`src/rtl/life_pkg.sv`:
```
// life_pkg: shared constants and types for the Game of Life generation sequencer.
// Holds the board dimension, the sequencer state encoding, and the bit
// positions of each neighbour within the 8-bit sides vector.
package life_pkg;

  localparam int unsigned N  = 8;
  localparam int unsigned LW = $clog2(N);

  typedef enum logic [1:0] {
    ST_IDLE    = 2'd0,
    ST_COMPUTE = 2'd1,
    ST_COMMIT  = 2'd2,
    ST_PUSH    = 2'd3
  } state_e;

  // Neighbour bit positions in sides[7:0] = {NW,N,NE,W,E,SW,S,SE}
  localparam int unsigned SIDE_NW = 7;
  localparam int unsigned SIDE_N  = 6;
  localparam int unsigned SIDE_NE = 5;
  localparam int unsigned SIDE_W  = 4;
  localparam int unsigned SIDE_E  = 3;
  localparam int unsigned SIDE_SW = 2;
  localparam int unsigned SIDE_S  = 1;
  localparam int unsigned SIDE_SE = 0;

endpackage

```
`src/rtl/life_cell_rule.sv`:
```
// life_cell_rule: combinational single-cell Game of Life rule.
// Ports:
//   center        in  current state of the cell
//   sides[7:0]    in  the eight neighbour states
//   next_alive_c  out cell state for the next generation
module life_cell_rule (
  input  logic       center,
  input  logic [7:0] sides,
  output logic       next_alive_c
);

  logic [3:0] count;

  // Birth on exactly three neighbours, survival on two or three.
  always_comb begin
    count = '0;
    for (int i = 0; i < 8; i++) begin
      count = count + 4'(sides[i]);
    end
    next_alive_c = (count == 4'd3) || (center && (count == 4'd2));
  end

endmodule

```
`src/rtl/life_gen_sequencer.sv`:
```
// life_gen_sequencer: owns the current/next 8x8 board, evaluates one generation
// cell by cell with toroidal wrap, commits it, then streams the board to the
// LED display controller row by row.
// Ports:
//   clk, reset          clock and synchronous active-high reset
//   load_en/row/data    seed write of one row (IDLE only, mirrored to display)
//   step                one-cycle request for a single generation
//   run                 level enable for auto-stepping every PERIOD idle cycles
//   busy                generation or display push in progress
//   done                one-cycle pulse on return to IDLE after a generation
//   gen_count           committed generations, wraps modulo 2^GCW
//   disp_we/addr/row    registered display row write port
module life_gen_sequencer #(
  parameter int unsigned N      = 8,
  parameter int unsigned PERIOD = 1000000,
  parameter int unsigned GCW    = 16
) (
  input  logic                  clk,
  input  logic                  reset,
  input  logic                  load_en,
  input  logic [$clog2(N)-1:0]  load_row,
  input  logic [N-1:0]          load_data,
  input  logic                  step,
  input  logic                  run,
  output logic                  busy,
  output logic                  done,
  output logic [GCW-1:0]        gen_count,
  output logic                  disp_we,
  output logic [$clog2(N)-1:0]  disp_addr,
  output logic [N-1:0]          disp_row
);

  import life_pkg::*;

  localparam int unsigned RW  = $clog2(N);
  localparam int unsigned KW  = 2 * RW;
  localparam int unsigned ICW = $clog2(PERIOD);

  typedef logic [N-1:0][N-1:0] board_t;

  state_e         state_q, state_d;
  logic [KW-1:0]  k_q, k_d;
  logic [ICW-1:0] idle_q, idle_d;
  board_t         cur_q, cur_d;
  board_t         nxt_q, nxt_d;
  logic [GCW-1:0] gen_q, gen_d;
  logic           busy_q, busy_d;
  logic           done_q, done_d;
  logic           dwe_q, dwe_d;
  logic [RW-1:0]  daddr_q, daddr_d;
  logic [N-1:0]   drow_q, drow_d;

  logic [RW-1:0]  r, c, rm, rp, cm, cp;
  logic           center;
  logic [7:0]     sides;
  logic           next_alive_c;

  // Neighbour gather for cell k; N is a power of two so index wrap is free.
  always_comb begin
    r      = k_q[KW-1:RW];
    c      = k_q[RW-1:0];
    rm     = r - RW'(1);
    rp     = r + RW'(1);
    cm     = c - RW'(1);
    cp     = c + RW'(1);
    center = cur_q[r][c];
    sides          = '0;
    sides[SIDE_NW] = cur_q[rm][cm];
    sides[SIDE_N]  = cur_q[rm][c];
    sides[SIDE_NE] = cur_q[rm][cp];
    sides[SIDE_W]  = cur_q[r][cm];
    sides[SIDE_E]  = cur_q[r][cp];
    sides[SIDE_SW] = cur_q[rp][cm];
    sides[SIDE_S]  = cur_q[rp][c];
    sides[SIDE_SE] = cur_q[rp][cp];
  end

  life_cell_rule u_rule (
    .center       (center),
    .sides        (sides),
    .next_alive_c (next_alive_c)
  );

  // Next-state, board update and display port logic.
  always_comb begin
    state_d = state_q;
    k_d     = k_q;
    idle_d  = '0;
    cur_d   = cur_q;
    nxt_d   = nxt_q;
    gen_d   = gen_q;
    done_d  = 1'b0;
    dwe_d   = 1'b0;
    daddr_d = daddr_q;
    drow_d  = drow_q;

    case (state_q)
      ST_IDLE: begin
        if (load_en) begin
          cur_d[load_row] = load_data;
          dwe_d           = 1'b1;
          daddr_d         = load_row;
          drow_d          = load_data;
        end else if (step) begin
          state_d = ST_COMPUTE;
          k_d     = '0;
        end else if (run && (idle_q == ICW'(PERIOD - 1))) begin
          state_d = ST_COMPUTE;
          k_d     = '0;
        end else if (run && !done_q) begin
          // The done cycle closes the generation; the interval counts after it.
          idle_d = idle_q + ICW'(1);
        end
      end
      ST_COMPUTE: begin
        nxt_d[r][c] = next_alive_c;
        k_d         = k_q + KW'(1);
        if (k_q == {KW{1'b1}}) begin
          state_d = ST_COMMIT;
        end
      end
      ST_COMMIT: begin
        cur_d   = nxt_q;
        gen_d   = gen_q + GCW'(1);
        state_d = ST_PUSH;
        k_d     = '0;
      end
      ST_PUSH: begin
        k_d = k_q + KW'(1);
        if (k_q[RW-1:0] == RW'(N - 1)) begin
          state_d = ST_IDLE;
          k_d     = '0;
          done_d  = 1'b1;
        end
      end
      default: begin
        state_d = ST_IDLE;
      end
    endcase

    // Registered push so the write lines up with the PUSH cycle itself.
    if (state_d == ST_PUSH) begin
      dwe_d   = 1'b1;
      daddr_d = k_d[RW-1:0];
      drow_d  = cur_d[k_d[RW-1:0]];
    end

    busy_d = (state_d != ST_IDLE);
  end

  always_ff @(posedge clk) begin
    if (reset) begin
      state_q <= ST_IDLE;
      k_q     <= '0;
      idle_q  <= '0;
      cur_q   <= '0;
      nxt_q   <= '0;
      gen_q   <= '0;
      busy_q  <= 1'b0;
      done_q  <= 1'b0;
      dwe_q   <= 1'b0;
      daddr_q <= '0;
      drow_q  <= '0;
    end else begin
      state_q <= state_d;
      k_q     <= k_d;
      idle_q  <= idle_d;
      cur_q   <= cur_d;
      nxt_q   <= nxt_d;
      gen_q   <= gen_d;
      busy_q  <= busy_d;
      done_q  <= done_d;
      dwe_q   <= dwe_d;
      daddr_q <= daddr_d;
      drow_q  <= drow_d;
    end
  end

  assign busy      = busy_q;
  assign done      = done_q;
  assign gen_count = gen_q;
  assign disp_we   = dwe_q;
  assign disp_addr = daddr_q;
  assign disp_row  = drow_q;

endmodule

```
`config.mk`:
```
export PLATFORM = sky130hd
export DESIGN_NAME = life_gen_sequencer
export DESIGN_NICKNAME = d
export VERILOG_FILES = /design/src/rtl/life_pkg.sv /design/src/rtl/life_cell_rule.sv /design/src/rtl/life_gen_sequencer.sv
export SDC_FILE = /design/constraint.sdc
export NUM_CORES = 1
export LEC_CHECK = 0
export BUFFER_PORTS_ARGS = -buffer_cell sky130_fd_sc_hd__buf_2
export CAP_MARGIN = 20
export CORE_MARGIN = 2
export CORE_UTILIZATION = 50
export CTS_CLUSTER_DIAMETER = 120
export DETAILED_ROUTE_END_ITERATION = 10
export PLACE_DENSITY = 0.66
export SLEW_MARGIN = 20
export SYNTH_ARGS = -nofsm -noshare
export SYNTH_HDL_FRONTEND = slang
export SYNTH_SLANG_ARGS = --single-unit
export TNS_END_PERCENT = 100
```
`constraint.sdc`:
```
create_clock -name clk -period 6.35 [get_ports clk]
set_input_delay 0.3175 -clock clk [delete_from_list [all_inputs] [get_ports clk]]
set_output_delay 0.3175 -clock clk [all_outputs]
set_load 0.02 [all_outputs]
```
==> results of run 1 <==
layout by cell type (no fill, tap or decap), types with 5 or more instances in the layout:
cell	instances
nand2_1	121
o22a_1	6
a22oi_1	30
xnor2_1	13
a211oi_1	11
nand4_1	8
o22ai_1	50
and4b_1	6
mux2_1	13
and3_1	19
ha_1	9
nand3b_1	55
inv_1	24
clkbuf_16	17
nor3_1	18
dfxtp_1	182
nor2b_1	26
mux2i_1	45
o21ai_0	24
a2bb2oi_1	43
o221ai_1	9
buf_2	44
mux2_2	11
mux4_2	22
a21oi_1	47
nor2_1	176
nand2b_1	8
o41ai_1	65
or3_1	5
xor2_1	16
nand3_1	48
buf_4	25
a41o_1	6
cell type report:
cell class              count  area [µm²]
repair buffers             70       427.9
fillers                  2024        9792
clock inverters            13       132.6
inverters                  27       101.3
multi-input cells         980        6714
well taps                 280       350.3
clock buffers              18       439.2
flip-flops and latches    186        3731
flip-flops by register name (all words and copies together), names as in the netlist, 2 cells and up:
name and count:
cur_q 64, nxt_q 64, idle_q 20, gen_count 16, disp_row 8, k_q 6, disp_addr 3, state_q 2
path summary, 6_finish.rpt:
kind	slack, ns	from	cells past startpoint	to
hold reg to reg	0.46	disp_addr[2]	2	disp_addr[2]
setup reg to reg	0.42	k_q[3]	19	nxt_q[39]
setup / recovery	0.42	k_q[3]	19	nxt_q[39]
hold / removal	0.30	load_data[6]	3	disp_row[6]
tightest hold or removal path, cell delays in order:
cell       delay (ns)
buf_2            0.14
o21ai_0          0.17
o2bb2ai_1        0.07
power breakdown:
group          switching, mW  internal (mW)  total [mW]
registers             0.0376           1.19        1.22
logic                  0.298          0.125       0.423
clock network          0.515          0.529        1.04
total                  0.850           1.84        2.69
through the flow:
step / cells / hold WS (ns) / setup WS, ns / utilization, % / power, mW
final: 1574 / 0.2995 / 0.4182 / 54.85 / 2.692
after global placement: 1543 / 0.4442 / 0.5160 / 52.13 / 1.661
after detailed placement: 1543 / 0.4485 / 0.4326 / 52.13 / 1.660
after floorplan: 1293 / 0.4297 / 0.2145 / - / 1.569
after global routing: 1574 / 0.2995 / 0.0008256 / 54.85 / 2.774
after CTS: 1574 / 0.2695 / 0.3952 / 54.77 / 2.690
layer usage:
layer	GRT usage (%)	vias up	wire, µm
met5	0	-	0
li1	-	4804	-
met2	47.43	621	16440
met3	5.973	96	3786
met1	45.12	5042	15790
met4	13.22	0	1430
logic make-up (layout without fill, tap and decap cells):
kind of cell | after synthesis | after routing | synth area share [%]
and+or+nand+nor | 517 | 517 | 23.22
AOI/OAI and AO/OA | 326 | 326 | 21.92
adders and majority gates | 14 | 14 | 1.869
xor gates and xnor gates | 31 | 31 | 2.610
muxes | 92 | 92 | 11.22
DFF | 186 | 186 | 33.92
buffers and inverters | 127 | 128 | 5.244
==> results.json, run 1 <==
{
  "status": "finished, final reports clean",
  "critPathBufInv": 6,
  "dp_hpwl_mm": 26.67,
  "min_period_ns": 5.932,
  "fmax_mhz": 168.6,
  "hold_violations": 0,
  "cts.sinks": 186,
  "synth_edf_count": 0,
  "end_kind": "register",
  "slowest_delay_ns": 0.50,
  "setup_tns_ns": 0,
  "synth.top_cell.area_share_pct": 33.92,
  "ys_ff_latch": 186,
  "track_usage_pct": 31.74,
  "syn_nets": 1323,
  "routed_wl_mm": 37.45,
  "route.detailed.drc": 0,
  "crit_chain": "buf_4, mux2_2, mux4_2, nor2_1, a21oi_1, mux4_2, ha_1, inv_1, fa_1, fa_1, inv_1, fa_1, inv_1, fa_1, a2111oi_0, buf_4, a21oi_4, buf_4, o41ai_1",
  "cpMostUsedCell": "fa_1",
  "setup.worst_path.start_class": "register",
  "ios": 46,
  "design.die.area_mm2": 0.02315,
  "clk_latency_ns": 0.44,
  "yosys.area.top_type": "dfxtp_1",
  "async_reset_ff_share_pct": 0,
  "clock_tree.buffer_depth": 2,
  "post-synth-top-count-cell": "dfxtp_1",
  "cpMaxStageDelayCell": "mux4_2",
  "fin_skew_ns": 0.01318,
  "drive_gt1_share_pct": 12.29,
  "hold_path_class": "in -> reg",
  "synth_cell_type_count": 72,
  "synth_cells": 1293,
  "via_count": 10560,
  "yosysWarnings": 0,
  "critPathRequiredTime_ns": 6.68,
  "htree_levels": 4,
  "wl_per_cell_um": 23.79,
  "die_x_um": 152.2,
  "drtIter0Drc": 1434,
  "arrival_ns": 6.27,
  "p_leak_nw": 4.132,
  "finalSetupViolCount": 0,
  "synth.area.top_cells": "dfxtp_1, nor2_1, o41ai_1",
  "avgSynthCellArea_um2": 8.489,
  "cts_buffers": 17,
  "antenna_found_initial": 0,
  "grt_pass1_wl_mm": 57.61,
  "clk_pin_slew_ns": 0.08,
  "rows": 54,
  "hold_buffers": 0,
  "postPlaceCellArea_mm2": 0.01131,
  "core_mm2": 0.02169,
  "path_class": "reg -> reg",
  "cts_tree": "yes",
  "design_area_mm2": 0.01190,
  "crit_family": "adder cells",
  "crit_fanout": 64,
  "report.final.slew_viol_count": 0,
  "root_buffer": "clkbuf_16",
  "area_growth_syn_to_layout_pct": 8.378,
  "nets": 1312,
  "worstMarginPinSlew_ns": 1.203,
  "slew_headroom_pct": 19.79,
  "ys_seq_area_share_pct": 33.92,
  "synth_commonest_cells": "dfxtp_1, nor2_1, nand2_1, o41ai_1, clkbuf_1",
  "power_density_mw_per_mm2": 226.3,
  "finalCritPeriodShare_pct": 93.41,
  "port_buffers": 45,
  "drt-vias-per-instance": 6.711,
  "post-cts-setup-buffers": 0,
  "synth_ff_type": "dfxtp_1",
  "start_util_pct": 50.61,
  "gp_congestion": 0.9793,
  "post_cts_resized": 0,
  "maxCapViolations": 0,
  "gr-total-overflow": 0,
  "rsz0062_at_grt": "false",
  "antenna_cells": 0,
  "syn-cell-area_mm2": 0.01098,
  "die_h_um": 152.2,
  "ant_nets": 0,
  "dr.pass1.iters": 6,
  "vdd.ir_drop.worst_uv": 188.3,
  "grt_max_degree": 75,
  "grt_pass1_vias": 9768
}
(Power assumes the default switching activity.)
==> run 2, diff against run 1 <==
Settings changed: PLACE_DENSITY 0.66 to 0.69.
==> results.json, run 2 (synthesis results as in run 1) <==
{
  "dp_hpwl_mm": 27.49,
  "status": "finished, final reports clean",
  "htree_levels": 4,
  "setup_tns_ns": 0,
  "hold_buffers": 0,
  "clk_latency_ns": 0.45,
  "p_leak_nw": 4.167,
  "design_area_mm2": 0.01197,
  "mostFrequentLayoutCell": "dfxtp_1",
  "grt_max_degree": 72,
  "grt_pass1_vias": 9584,
  "rows": 54,
  "cpMaxStageDelayCell": "mux4_2",
  "antenna_cells": 0,
  "nets": 1316,
  "clock_tree.buffer_depth": 2,
  "wl_per_cell_um": 24.17,
  "gp_congestion": 0.9930,
  "core_mm2": 0.02169,
  "route.detailed.drc": 0,
  "path_class": "reg -> reg",
  "cts.sinks": 186,
  "report.final.slew_viol_count": 0,
  "min_period_ns": 5.866,
  "slew_headroom_pct": 28.35,
  "fin_skew_ns": 0.02011,
  "power_density_mw_per_mm2": 229.9,
  "post_cts_resized": 0,
  "vdd.ir_drop.worst_uv": 184.6,
  "start_util_pct": 50.61,
  "hold_path_class": "in -> reg",
  "slowest_delay_ns": 0.61,
  "hold_ws_ns": 0.3015,
  "rsz0062_at_grt": "false",
  "worstMarginPinSlew_ns": 1.075,
  "via_count": 10520,
  "grt_pass1_wl_mm": 57.86,
  "maxCapViolations": 0,
  "clk_pin_slew_ns": 0.08,
  "cts_tree": "yes",
  "reg_top3": "cur_q: 64 flops, nxt_q: 64 flops, idle_q: 20 flops",
  "drive_gt1_share_pct": 12.47,
  "gr-total-overflow": 0,
  "antenna_found_initial": 1,
  "setup.worst_path.start_class": "register",
  "finalSetupViolCount": 0,
  "drtIter0Drc": 1573,
  "fmax_mhz": 170.5,
  "port_buffers": 45,
  "crit_fanout": 64,
  "ios": 46,
  "routed_wl_mm": 38.16,
  "cpMostUsedCell": "fa_1",
  "n_fill_cell": 1958,
  "die_x_um": 152.2,
  "dr.pass1.iters": 6,
  "postPlaceCellArea_mm2": 0.01135,
  "ant_nets": 0,
  "dp_slack_ns": 0.5124,
  "design.die.area_mm2": 0.02315,
  "finalCritPeriodShare_pct": 92.38,
  "layout_common_cells": "dfxtp_1, nor2_1, nand2_1",
  "cts_buffers": 17,
  "drt-vias-per-instance": 6.660,
  "area_growth_syn_to_layout_pct": 9.050,
  "hold_violations": 0,
  "fin_ws_ns": 0.4839,
  "crit_chain": "ha_1, xor2_2, mux4_2, nand2_1, nand2_1, a221oi_1, o22ai_1, ha_1, inv_1, fa_1, fa_1, inv_1, fa_1, inv_1, fa_1, a2111oi_0, buf_4, a21oi_4, buf_12, o41ai_1",
  "die_h_um": 152.2,
  "root_buffer": "clkbuf_16",
  "arrival_ns": 6.19,
  "post-cts-setup-buffers": 0,
  "end_kind": "register",
  "critPathRequiredTime_ns": 6.67,
  "track_usage_pct": 32.00
}
run 2: cell count changes in the layout (fill, tap and decap cells not counted), sizes merged:
cell and change:
buf +4, clkbuf -1, clkinv +2
run 2: path summary, 6_finish.rpt:
path,from,to,slack (ns),depth (start not counted)
worst min register to register,disp_addr[2],disp_addr[2],0.47,2
worst min-delay path,load_data[6],disp_row[6],0.30,3
worst max-delay path,k_q[4],nxt_q[7],0.48,20
worst max register to register,k_q[4],nxt_q[7],0.48,20
run 2: layer usage:
layer / up-vias / part of all wire, % / global-route usage (%)
li1: 4795 / - / -
met3: 91 / 12 / 9.073
met2: 633 / 44 / 48.48
met1: 4995 / 41 / 43.63
met5: - / 0.031 / 0
met4: 2 / 3.7 / 11.84
run 2: final cells by class:
| class | count | area, µm² | share of cell area (%) |
|---|---|---|---|
| Clock buffer | 17 | 425.4 | 3.554 |
| Inverter | 27 | 101.3 | 0.8467 |
| Timing Repair Buffer | 74 | 470.5 | 3.930 |
| Clock inverter | 15 | 196.4 | 1.641 |
| Multi-Input combinational cell | 980 | 6695 | 55.93 |
| Sequential cell | 186 | 3731 | 31.17 |
| Tap cell | 280 | 350.3 | 2.927 |
run 2: through the flow:
| stage | instances | total power [mW] | utilization (%) |
|---|---|---|---|
| finish | 1579 | 2.752 | 55.19 |
| global route | 1579 | 2.836 | 55.19 |
| CTS | 1579 | 2.746 | 55.19 |
| detailed placement | 1547 | 1.660 | 52.32 |
| global placement | 1547 | 1.660 | 52.32 |
| floorplan | 1293 | 1.569 | - |
run 2: worst max-delay path: cells and delay by family, from the launching register on:
kind            cells  cell delay [ns]
compound gates      5             1.37
buf+inv             5             0.58
fa+ha+maj           6             2.15
mux                 1             0.61
simple gates        2             0.14
xor+xnor            1             0.49
flops               1             0.36
run 2: power by group:
part / switching (mW) / internal, mW / total [mW]
Sequential: 0.0341 / 1.19 / 1.22
Clock: 0.566 / 0.540 / 1.11
Combinational: 0.296 / 0.129 / 0.425
Total: 0.896 / 1.86 / 2.75
